File: src/rtl/led_seq_pkg.sv
// Shared types and constants for the LED pattern sequencer.
// Optional build macro: LED_PWM_EN (adds PWM dimming and the DUTY register).
package led_seq_pkg;

    typedef enum logic [1:0] {
        ModeManual = 2'd0,
        ModeShift  = 2'd1,
        ModeBounce = 2'd2,
        ModeBlink  = 2'd3
    } mode_e;

    typedef enum logic [1:0] {
        StIdle = 2'd0,
        StRun  = 2'd1,
        StFab  = 2'd2
    } state_e;

    localparam logic [2:0] AddrCtrl   = 3'd0;
    localparam logic [2:0] AddrManual = 3'd1;
    localparam logic [2:0] AddrPeriod = 3'd2;
    localparam logic [2:0] AddrStatus = 3'd3;
    localparam logic [2:0] AddrDuty   = 3'd4;

    localparam int unsigned CtrlModeLsb     = 0;
    localparam int unsigned CtrlRunBit      = 8;
    localparam int unsigned CtrlFabAllowBit = 9;
    localparam int unsigned StatusStateLsb  = 8;

endpackage

File: src/rtl/led_seq_timebase.sv
// Step-rate timer: counts 0..period-1 and strobes step on the last count.
// Periods of 0 or 1 step every cycle; freeze holds the count, clear restarts it.
module led_seq_timebase (
    input  logic        clk_i,
    input  logic        rst_ni,
    input  logic        clear_i,
    input  logic        freeze_i,
    input  logic [31:0] period_i,
    output logic        step_o
);

    logic [31:0] cnt_q;

    // Step when at or past the last count so a shortened period wraps at once.
    always_comb begin
        step_o = 1'b0;
        if (!freeze_i && !clear_i) begin
            step_o = (period_i <= 32'd1) || (cnt_q >= period_i - 32'd1);
        end
    end

    // Counter: clear has priority, then freeze, then count/wrap.
    always_ff @(posedge clk_i) begin
        if (!rst_ni) begin
            cnt_q <= '0;
        end else if (clear_i) begin
            cnt_q <= '0;
        end else if (!freeze_i) begin
            cnt_q <= step_o ? 32'd0 : cnt_q + 32'd1;
        end
    end

endmodule

File: src/rtl/led_pattern_sequencer.sv
// Avalon-MM LED controller: register file, pattern generator, fabric arbitration.
// Optional build macro: LED_PWM_EN (8-bit PWM dimming gated by the DUTY register).
module led_pattern_sequencer
    import led_seq_pkg::*;
#(
    parameter int unsigned NUM_LEDS       = 8,
    parameter int unsigned DEFAULT_PERIOD = 50_000_000
) (
    input  logic                clk_clk,
    input  logic                reset_reset_n,
    input  logic [2:0]          avs_address,
    input  logic                avs_write,
    input  logic [31:0]         avs_writedata,
    input  logic                avs_read,
    output logic [31:0]         avs_readdata,
    input  logic                fab_req,
    input  logic [NUM_LEDS-1:0] fab_leds,
    output logic                fab_gnt,
    output logic [NUM_LEDS-1:0] leds
);

    localparam logic [NUM_LEDS-1:0] LedOne = NUM_LEDS'(1);

    mode_e               mode_q;
    logic                run_q, fab_allow_q;
    logic [NUM_LEDS-1:0] manual_q;
    logic [31:0]         period_q;

    state_e              state_q, state_d;
    logic                fab_gnt_q;
    logic [NUM_LEDS-1:0] raw_q, raw_d, leds_q, gate_mask;
    logic [NUM_LEDS-1:0] pattern_q, pattern_d;
    logic                phase_q, phase_d;  // bounce: moving up; blink: showing MANUAL
    logic [31:0]         rdata_q, rdata_d;

    logic  ctrl_wr, reload, step;
    mode_e wr_mode;

    assign ctrl_wr = avs_write && (avs_address == AddrCtrl);
    assign wr_mode = mode_e'(avs_writedata[CtrlModeLsb +: 2]);
    // Restart the sequence when run goes high or the mode changes while running.
    assign reload  = ctrl_wr && avs_writedata[CtrlRunBit] && (!run_q || (wr_mode != mode_q));

    led_seq_timebase u_timebase (
        .clk_i    (clk_clk),
        .rst_ni   (reset_reset_n),
        .clear_i  (reload),
        .freeze_i (state_q != StRun),
        .period_i (period_q),
        .step_o   (step)
    );

    // Host-programmed control registers.
    always_ff @(posedge clk_clk) begin
        if (!reset_reset_n) begin
            mode_q      <= ModeManual;
            run_q       <= 1'b0;
            fab_allow_q <= 1'b0;
            manual_q    <= '0;
            period_q    <= DEFAULT_PERIOD;
        end else if (avs_write) begin
            case (avs_address)
                AddrCtrl: begin
                    mode_q      <= wr_mode;
                    run_q       <= avs_writedata[CtrlRunBit];
                    fab_allow_q <= avs_writedata[CtrlFabAllowBit];
                end
                AddrManual: manual_q <= avs_writedata[NUM_LEDS-1:0];
                AddrPeriod: period_q <= avs_writedata;
                default: ;
            endcase
        end
    end

`ifdef LED_PWM_EN
    logic [7:0] duty_q, pwm_cnt_q;

    // Free-running PWM counter and DUTY register.
    always_ff @(posedge clk_clk) begin
        if (!reset_reset_n) begin
            duty_q    <= 8'hFF;
            pwm_cnt_q <= '0;
        end else begin
            pwm_cnt_q <= pwm_cnt_q + 8'd1;
            if (avs_write && (avs_address == AddrDuty)) begin
                duty_q <= avs_writedata[7:0];
            end
        end
    end

    assign gate_mask = (pwm_cnt_q < duty_q) ? '1 : '0;
`else
    assign gate_mask = '1;
`endif

    // Arbitration, LED source select, pattern stepping and read mux.
    always_comb begin
        if (fab_req && fab_allow_q) begin
            state_d = StFab;
        end else if (run_q) begin
            state_d = StRun;
        end else begin
            state_d = StIdle;
        end

        case (state_q)
            StRun:   raw_d = pattern_q;
            StFab:   raw_d = fab_leds;
            default: raw_d = manual_q;
        endcase

        pattern_d = pattern_q;
        phase_d   = phase_q;
        if (reload) begin
            phase_d   = 1'b1;
            pattern_d = ((wr_mode == ModeShift) || (wr_mode == ModeBounce)) ? LedOne : manual_q;
        end else if (step) begin
            case (mode_q)
                ModeShift: pattern_d = {pattern_q[NUM_LEDS-2:0], pattern_q[NUM_LEDS-1]};
                ModeBounce: begin
                    if (phase_q) begin
                        phase_d   = !pattern_q[NUM_LEDS-1];
                        pattern_d = pattern_q[NUM_LEDS-1] ? pattern_q >> 1 : pattern_q << 1;
                    end else begin
                        phase_d   = pattern_q[0];
                        pattern_d = pattern_q[0] ? pattern_q << 1 : pattern_q >> 1;
                    end
                end
                ModeBlink: begin
                    phase_d   = !phase_q;
                    pattern_d = phase_q ? '0 : manual_q;
                end
                default: pattern_d = manual_q;
            endcase
        end

        rdata_d = '0;
        case (avs_address)
            AddrCtrl: begin
                rdata_d[CtrlModeLsb +: 2]  = mode_q;
                rdata_d[CtrlRunBit]        = run_q;
                rdata_d[CtrlFabAllowBit]   = fab_allow_q;
            end
            AddrManual: rdata_d[NUM_LEDS-1:0] = manual_q;
            AddrPeriod: rdata_d = period_q;
            AddrStatus: begin
                rdata_d[NUM_LEDS-1:0]         = raw_q;
                rdata_d[StatusStateLsb +: 2]  = state_q;
            end
`ifdef LED_PWM_EN
            AddrDuty: rdata_d[7:0] = duty_q;
`endif
            default: ;
        endcase
    end

    // Sequencer FSM with registered LED, grant and read-data outputs.
    always_ff @(posedge clk_clk) begin
        if (!reset_reset_n) begin
            state_q   <= StIdle;
            fab_gnt_q <= 1'b0;
            raw_q     <= '0;
            leds_q    <= '0;
            pattern_q <= '0;
            phase_q   <= 1'b1;
            rdata_q   <= '0;
        end else begin
            state_q   <= state_d;
            fab_gnt_q <= (state_d == StFab);
            raw_q     <= raw_d;
            leds_q    <= raw_d & gate_mask;
            pattern_q <= pattern_d;
            phase_q   <= phase_d;
            if (avs_read) begin
                rdata_q <= rdata_d;
            end
        end
    end

    assign avs_readdata = rdata_q;
    assign fab_gnt      = fab_gnt_q;
    assign leds         = leds_q;

endmodule

File: config.mk
export PLATFORM = sky130hd
export DESIGN_NAME = led_pattern_sequencer
export DESIGN_NICKNAME = d
export VERILOG_FILES = /design/src/rtl/led_seq_pkg.sv /design/src/rtl/led_seq_timebase.sv /design/src/rtl/led_pattern_sequencer.sv
export SDC_FILE = /design/constraint.sdc
export NUM_CORES = 1
export LEC_CHECK = 0
export ABC_AREA = 1
export ABC_CLOCK_PERIOD_IN_PS = 2600
export BUFFER_PORTS_ARGS = -buffer_cell sky130_fd_sc_hd__buf_2
export CORE_UTILIZATION = 55
export CTS_BUF_LIST = sky130_fd_sc_hd__clkbuf_2
export CTS_CLUSTER_SIZE = 12
export DETAILED_ROUTE_END_ITERATION = 10
export GPL_ROUTABILITY_DRIVEN = 0
export PLACE_DENSITY = 0.9
export SYNTH_ARGS = -nofsm -noshare
export SYNTH_HDL_FRONTEND = slang
export SYNTH_SLANG_ARGS = --single-unit
export TNS_END_PERCENT = 5
File: constraint.sdc
create_clock -name clk_clk -period 2.6 [get_ports clk_clk]
set_input_delay 0.13 -clock clk_clk [delete_from_list [all_inputs] [get_ports clk_clk]]
set_output_delay 0.13 -clock clk_clk [all_outputs]
set_load 0.01 [all_outputs]
==> results.md, run 1 <==
* Outcome: aborted with a tool error
* Fail Step: 5_1_grt
* Run Error: [ERROR GRT-0232] Routing congestion too high. Check the congestion heatmap in the GUI.
* FP Rows at about 40
* Detail Placement HPWL at roughly 14000 um
* Seq/Total Area, Yosys at between 30% and 40%
* Post-synthesis compound-gate area fraction at 15.87%
* Clock Tree Root: clkbuf_2
* CTS max path bufs at 2
* Mapped Area at 7142 um2
* Synth cell types at 48
* GRT worst endpoint: u_timebase.cnt_q[14]$_SDFFE_PP0N_/D
* I/O pins at 89
* Starting Density at 56.59%
* PortBufs at 88
* Post-synthesis xor/xnor area fraction at 5.028%
* Ys Warns at 0
* Main synth FF type: dfxtp_1
* Synth Net Count at approximately 1100
* Chip width at 116.0 um
* Adder-cell share of the synthesized area at 6.482%
* GRT overflow at 3
* Syn avg cell area at 7.099 um2
* Async SR Flop Fraction at 0%
* Kind of the worst endpoint: register data pin
* Post-synth EDFFs at 0
* # clock sinks at 128
* Largest family of logic cells by synthesized area: simple AND/OR/NAND/NOR gates
* DP Area at 8243 um2
* Total CTS buffers at 17
* All-Layer GR Usage at about three quarters
* Pin count of the biggest net entering global routing at 73
* Mux cell area share after synthesis at 0%
* Initial antenna violation count at 8
* Yosys reg bits at 128
* Simple-Gate Fraction of Synth Area at 28.70%
* H-tree lvl count at 4
* Cell count after synthesis at 1006
* Die outline height at 116.0 um
[cells by family after synthesis]
logic type	Yosys count
adder cells (fa/ha/maj)	37
buffers and inverters	146
flip-flops	128
AND/OR/NAND/NOR	453
XOR/XNOR	41
AO/OA/AOI/OAI	201
[metal layers]
| layer | global-route usage [%] | GRT overflow |
|---|---|---|
| met1 | 73.24 | 0 |
| met2 | 86.51 | 1 |
| met3 | 64.33 | 0 |
| met4 | 71.11 | 2 |
| met5 | 45.56 | 0 |
[cell usage after synthesis (2+ instances only)]
cell      instances  area share [%]
nand2_1         225              12
dfxtp_1         128              36
nor2_1          105             5.5
inv_1           102             5.4
a21oi_1          81             5.7
o21ai_0          74             5.2
nand3_1          48             3.4
ha_1             37             6.5
xor2_1           31             3.8
clkbuf_1         27             1.4
nor3_1           14            0.98
nor2_2           11            0.96
xnor2_1          10             1.2
nand4_1           9            0.79
a221oi_1          8            0.98
inv_2             8            0.42
nand2_2           8            0.70
nor2_4            8             1.3
a21oi_2           7            0.86
o221ai_1          6            0.74
o21ai_1           5            0.35
o22ai_1           5            0.44
nand2_4           4            0.63
nand3b_1          4            0.42
nor3_2            4            0.56
a21o_1            3            0.32
a22oi_1           3            0.32
o211ai_1          3            0.32
buf_2             2            0.14
buf_4             2            0.21
buf_6             2            0.32
nand4_2           2            0.35
nor3b_1           2            0.21
nor4_1            2            0.18
o211a_1           2            0.28
or2_1             2            0.18
[per-stage QoR]
step	instances	worst slack (ns)	hold WS (ns)
floorplan	1006	-0.09553	0.2564
global placement	1298	-0.3178	0.3490
detailed placement	1298	-0.4318	0.3450
CTS	1408	-0.3767	0.09781
[what timing repair did]
item | 4_1_cts
hold buffers | 71
hold endpoints to repair | 86
gates resized for setup | 6
buffers inserted | 6
pin swaps | 10
setup endpoints to repair | 41
cloned | 1
==> run 2: changes to the inputs <==
--- a/config.mk
+++ b/config.mk
@@ -6,14 +6,12 @@
 export NUM_CORES = 1
 export LEC_CHECK = 0
 export ABC_AREA = 1
-export ABC_CLOCK_PERIOD_IN_PS = 2600
+export ABC_CLOCK_PERIOD_IN_PS = 3400
 export BUFFER_PORTS_ARGS = -buffer_cell sky130_fd_sc_hd__buf_2
-export CORE_UTILIZATION = 55
-export CTS_BUF_LIST = sky130_fd_sc_hd__clkbuf_2
-export CTS_CLUSTER_SIZE = 12
+export CORE_UTILIZATION = 40
 export DETAILED_ROUTE_END_ITERATION = 10
 export GPL_ROUTABILITY_DRIVEN = 0
-export PLACE_DENSITY = 0.9
+export PLACE_DENSITY_LB_ADDON = 0.15
 export SYNTH_ARGS = -nofsm -noshare
 export SYNTH_HDL_FRONTEND = slang
 export SYNTH_SLANG_ARGS = --single-unit
==> constraint.sdc (replaced) <==
create_clock -name clk_clk -period 3.4 [get_ports clk_clk]
set_input_delay 0.17 -clock clk_clk [delete_from_list [all_inputs] [get_ports clk_clk]]
set_output_delay 0.17 -clock clk_clk [all_outputs]
set_load 0.01 [all_outputs]
==> results.md, run 2 <==
* Outcome: finished clean
* Die outline height at around 140 um
* Mapped Area at 7142 um2
* Detail Placement HPWL at 15170 um
* Area leader, netlist: dfxtp_1
* Final slew viol count at 0
* Die Area at 18390 um2
* Area of the multi-input gates at 4025 um2
* Crit. End Element: flip-flop
* Filler cells at 1729
* Unrepaired setup endpoints after global routing: false
* # clock sinks at 128
* Util after Layout at 49.53%
* Layout Nets at 1193
* Most frequent cells after synthesis: nand2_1 (225), dfxtp_1 (128), nor2_1 (105)
* Via count at 6707
* Seq/Total Area, Yosys at between 30% and 40%
* Ys Warns at 0
* Iter 0 DRT Violations at 348
* Cell area power density at about 430 nW/um2
* Critical path arrival at 3.43 ns
* Max Clock Skew at 0.009599 ns
* Final setup fails at 0
* Synth Net Count at 1091
* R2r startpoint: period_q[2]
* Most frequent cells in the layout: nand2_1 (225), dfxtp_1 (128), nor2_1 (102), inv_1 (102), buf_2 (88)
* Setup CP Type: flip-flop to flip-flop
* Tmin final at 3.110 ns
* Chip width at between 100 and 150 um
* CP Launch Type: flip-flop
* H-tree lvl count at 4
* Initial antenna violation count at 0
* Via density per instance at about 5
* Final setup TNS at 0 ns
* Avg WL per Cell at between 10 and 15 um
* Worst-Skew Late Latency at 0.43 ns
* Starting Density at 41.15%
* LEAKAGE at 3.799 nW
* Vias in the first global route at 6201
* FP Rows at 48
* I/O pins at 89
* Remaining DRCs at 0
* Min-Delay Path Class: input port to flip-flop
* PnR Total Power at 3.720 mW
* Total wire length at slightly below 20000 um
* Main synth FF type: dfxtp_1
* Critical path startpoint: period_q[2]
* Pin count of the biggest net entering global routing at 61
* Worst-path clk slew at 0.06 ns
* Fin area at around 8600 um2
* Initial DRT Pass Iterations at 5
* Commonest non-fill, non-tap cell in the layout: nand2_1
* GRT overflow at 0
* Cell count after synthesis at roughly 1000
* All-Layer GR Usage at a little under a quarter
* CTS tree: done
* Yosys reg bits at 128
* PortBufs at between 80 and 90
* Async SR Flop Fraction at 0%
* Syn avg cell area at between 7 and 8 um2
* Diode count at 0
* Max-cap check violation count at 0
* Setup bufs post-CTS at 0
* Fin crit share at 91.46%
* CTS max path bufs at 2
* Top area cells in the synthesized netlist: dfxtp_1 (36%), nand2_1 (12%), ha_1 (6.5%), a21oi_1 (5.7%), nor2_1 (5.5%)
* Most common cell in the netlist: nand2_1
* Synth top area share at a little over a third
* Clock Tree Root: clkbuf_16
* First-pass GRT wire length at 32300 um
* Core Area at 17360 um2
* Required @ worst endpoint at 3.72 ns
* DP Area at 7824 um2
* Slew @ Worst Pin at between 1 and 1.5 ns
* Worst vdd ir at between 0.3 and 0.4 mV
* Total CTS buffers at 17
* Post-synth EDFFs at 0
* Synth cell types at 48
* Hold path startpoint: avs_writedata[7]
* Routed Antenna Nets at 0
* Slew margin rel. at 24.12%
* Final Hold Fails at 0
* Storage cell area at 2562 um2
* Fraction of layout cells with a size suffix above 1 at 17.04%
* Area growth, synth to finish at 20.37%
* Max Fanout on Critical Path at 14
* Peak Freq at 321.6 MHz
run 2: cell counts after synthesis:
Identical to the previous run, type by type.
run 2: power breakdown:
| part | switching [mW] | total, mW | internal [mW] |
|---|---|---|---|
| clock | 0.791 | 1.82 | 1.03 |
| sequential | 0.0343 | 1.57 | 1.54 |
| combinational | 0.202 | 0.323 | 0.121 |
run 2: path summary, 6_finish.rpt:
check | endpoint | slack, ns | cells after the start
hold / removal | period_q[7] | 0.02 | 3
hold reg to reg | avs_readdata[9] | 0.47 | 2
setup reg to reg | pattern_q[4] | 0.29 | 20
setup / recovery | pattern_q[4] | 0.29 | 20
run 2: what timing repair did:
action | 4_1_cts | 5_1_grt
hold endpoints to repair | 18 | 0
setup endpoints to repair | 0 | 31
hold buffers | 18 | 0
resized for setup | 0 | 5
run 2: logic make-up after synthesis:
| family | Yosys count | synth area share, % |
|---|---|---|
| fa+ha+maj | 37 | 6.482 |
| compound gates | 201 | 15.87 |
| xor+xnor | 41 | 5.028 |
| buf+inv | 146 | 8.041 |
| flops | 128 | 35.88 |
| simple gates | 453 | 28.70 |
run 2: worst max-delay path, stage by stage, from the launching register on:
cell     delay [ns]
dfxtp_1        0.33
nor2_2         0.17
nand3_1        0.14
nor2_4         0.14
nand2_2        0.11
nor2_2         0.17
nand3_1        0.16
nor4_2         0.21
xnor2_1        0.20
ha_1           0.29
a21oi_1        0.14
o21ai_0        0.10
nor2_1         0.12
nand2_1        0.07
nor2_2         0.12
nand2_4        0.08
nand2_4        0.12
buf_12         0.15
nand3_1        0.07
nand2_1        0.07
nor2_1         0.04
run 2: per-layer routing:
layer / vias to the layer above / track usage (%) / part of all wire, %
li1: 3507 / - / -
met1: 3044 / 33.15 / 52
met2: 143 / 32.88 / 43
met3: 13 / 5.013 / 4.8
met4: 0 / 5.868 / 0.77
met5: - / 0 / 0
run 2: area by class of cell:
type	count	area share, %
clock buffers	18	4.992
inverters	111	4.846
flip-flops and latches	128	29.81
repair buffers	118	8.558
multi-input cells	732	46.82
clock inverters	14	1.703
well taps	225	3.275
run 2: stage by stage:
step | hold WS [ns] | instances | setup WS (ns)
global placement | 0.3874 | 1296 | 0.3479
detailed placement | 0.3873 | 1296 | 0.2770
floorplan | 0.2964 | 1006 | 0.5643
CTS | 0.006388 | 1346 | 0.2577
global route | 0.02744 | 1346 | 0.005672
finish | 0.01980 | 1346 | 0.2903
No activity file was read; power rests on OpenSTA's default activity.
==> run 3: changes to the inputs <==
--- a/config.mk
+++ b/config.mk
@@ -11,6 +11,7 @@
 export CORE_UTILIZATION = 40
 export DETAILED_ROUTE_END_ITERATION = 10
 export GPL_ROUTABILITY_DRIVEN = 0
+export HOLD_SLACK_MARGIN = 0.15
 export PLACE_DENSITY_LB_ADDON = 0.15
 export SYNTH_ARGS = -nofsm -noshare
 export SYNTH_HDL_FRONTEND = slang
==> results.md, run 3 (synthesis results as in run 2) <==
* I/O pins at 89
* Core Area at 17360 um2
* Iter 0 DRT Violations at roughly 380
* Slew @ Worst Pin at 1.117 ns
* Buffers plus inverters on the worst setup path at 1
* Fin area at 8847 um2
* Die Area at 18390 um2
* Diode count at 0
* Total CTS buffers at 17
* Final non-filler cell total at 1371
* Initial DRT Pass Iterations at 5
* Family with the most delay on the worst path: simple AND/OR/NAND/NOR gates
* Reg2Reg Depth at 20
* Max-cap check violation count at 0
* Final slew viol count at 0
* Final Hold Slack at approximately 0.19 ns
* Avg WL per Cell at 14.58 um
* Fin crit share at 91.62%
* Area growth, synth to finish at 23.88%
* CP peak stage delay at 0.34 ns
* PortBufs at 88
* LEAKAGE at 3.903 nW
* Crit. End Element: flip-flop
* Initial antenna violation count at 0
* Critical path, cell by cell: nor2_2 > nand3_1 > nor2_4 > nand2_2 > nor2_2 > nand3_1 > nor4_2 > xnor2_1 > ha_1 > a21oi_1 > o21ai_0 > nor2_1 > nand2_1 > nor2_2 > nand2_4 > nand2_4 > buf_12 > nand3_1 > nand2_1 > nor2_1
* Via density per instance at 5.000
* PnR Total Power at between 3 and 4 mW
* Storage cell area at 2562 um2
* Most frequent cells in the layout: nand2_1 (225), dfxtp_1 (128), nor2_1 (102), inv_1 (102), buf_2 (88)
* Critical path arrival at 3.44 ns
* Critical R2R Capture: pattern_q[4]
* R2r startpoint: period_q[2]
* CP Launch Type: flip-flop
* Worst-path clk slew at 0.06 ns
* Worst Hold Path Cells at 3
* Slowest stage cell, crit path: dfxtp_1
* Cell area power density at 422.6 nW/um2
* Max Clock Skew at 0.01108 ns
* Setup CP Type: flip-flop to flip-flop
* Setup bufs post-CTS at 0
* CTS tree: done
* Slew margin rel. at 25.48%
* Outcome: finished clean
* Die outline height at 135.6 um
* Worst-Skew Late Latency at roughly 0.43 ns
* Total wire length at 19990 um
* WHS Endpoint: fab_allow_q
* Starting Density at 41.15%
* Unrepaired setup endpoints after global routing: false
* Clock Tree Root: clkbuf_16
* Final setup TNS at 0 ns
* First-pass GRT wire length at around 33000 um
* Layout Nets at 1218
* # clock sinks at 128
* Chip width at ~140 um
* Required @ worst endpoint at 3.72 ns
* Max Fanout on Critical Path at 14
* Remaining DRCs at 0
* Final Hold Fails at 0
* DP Area at 7824 um2
* Inst Count DP at 1296
* Fraction of layout cells with a size suffix above 1 at 16.67%
* Routed Antenna Nets at 0
* Pin count of the biggest net entering global routing at 61
* Area of the multi-input gates at between 4000 and 5000 um2
* CTS max path bufs at 2
* FP Rows at 48
* Tmin final at 3.115 ns
* Peak Freq at between 300 and 400 MHz
* Flop-to-flop setup slack at 0.28 ns
* Filler cells at between 1500 and 2000
* GRT overflow at 0
* Via count at 6855
* H-tree lvl count at 4
* All-Layer GR Usage at 22.80%
* Final setup fails at 0
* Detail Placement HPWL at 15170 um
* Commonest non-fill, non-tap cell in the layout: nand2_1
* Vias in the first global route at roughly 6300
* Hold path startpoint: avs_write
* Worst vdd ir at 0.3736 mV
* Min-Delay Path Class: input port to flip-flop
run 3: cell count changes in the layout (fill, tap and decap cells not counted):
cell and change:
dlygate4sd3_1 +25
run 3: repair_timing:
| action | in CTS | in global routing |
|---|---|---|
| setup endpoints to repair | 0 | 31 |
| hold buffers | 43 | 0 |
| hold endpoints to repair | 62 | 0 |
| gates resized for setup | 0 | 5 |
run 3: area by class of cell:
class / count / area share (%)
well taps: 225 / 3.182
clock inverters: 14 / 1.655
flip-flops and latches: 128 / 28.96
repair buffers: 143 / 11.14
clock buffers: 18 / 4.851
inverters: 111 / 4.709
multi-input cells: 732 / 45.50
run 3: power breakdown:
| part | total (mW) | switching, mW | internal, mW |
|---|---|---|---|
| logic | 0.345 | 0.205 | 0.140 |
| clock network | 1.82 | 0.788 | 1.03 |
| registers | 1.57 | 0.0342 | 1.54 |
run 3: per-layer routing:
layer | vias up | routed length, um | GRT usage, %
li1 | 3558 | - | -
met1 | 3105 | 10220 | 33.16
met2 | 174 | 8593 | 33.62
met3 | 18 | 1005 | 4.789
met4 | 0 | 166 | 6.055
met5 | - | 0 | 0
run 3: worst max-delay path by stage:
stage                            from                  end  slack, ns  cells after the start
after global routing      period_q[0]         pattern_q[3]      0.006                     21
after detailed placement  period_q[2]  u_timebase.cnt_q[7]       0.28                     20
after floorplan           period_q[0]         pattern_q[1]       0.56                     22
after CTS                 period_q[0]  u_timebase.cnt_q[7]       0.26                     21
after global placement    period_q[2]         pattern_q[5]       0.35                     21
final                     period_q[2]         pattern_q[4]       0.28                     20
run 3: worst min-delay path, stage by stage:
cell	delay, ns
buf_2	0.12
nand2_2	0.18
a21oi_1	0.10
run 3: through the flow:
stage	setup slack [ns]	utilization, %
after floorplan	0.5643	-
after global placement	0.3479	45.08
after detailed placement	0.2770	45.08
after CTS	0.2577	50.87
after global routing	0.005683	50.97
final	0.2850	50.97
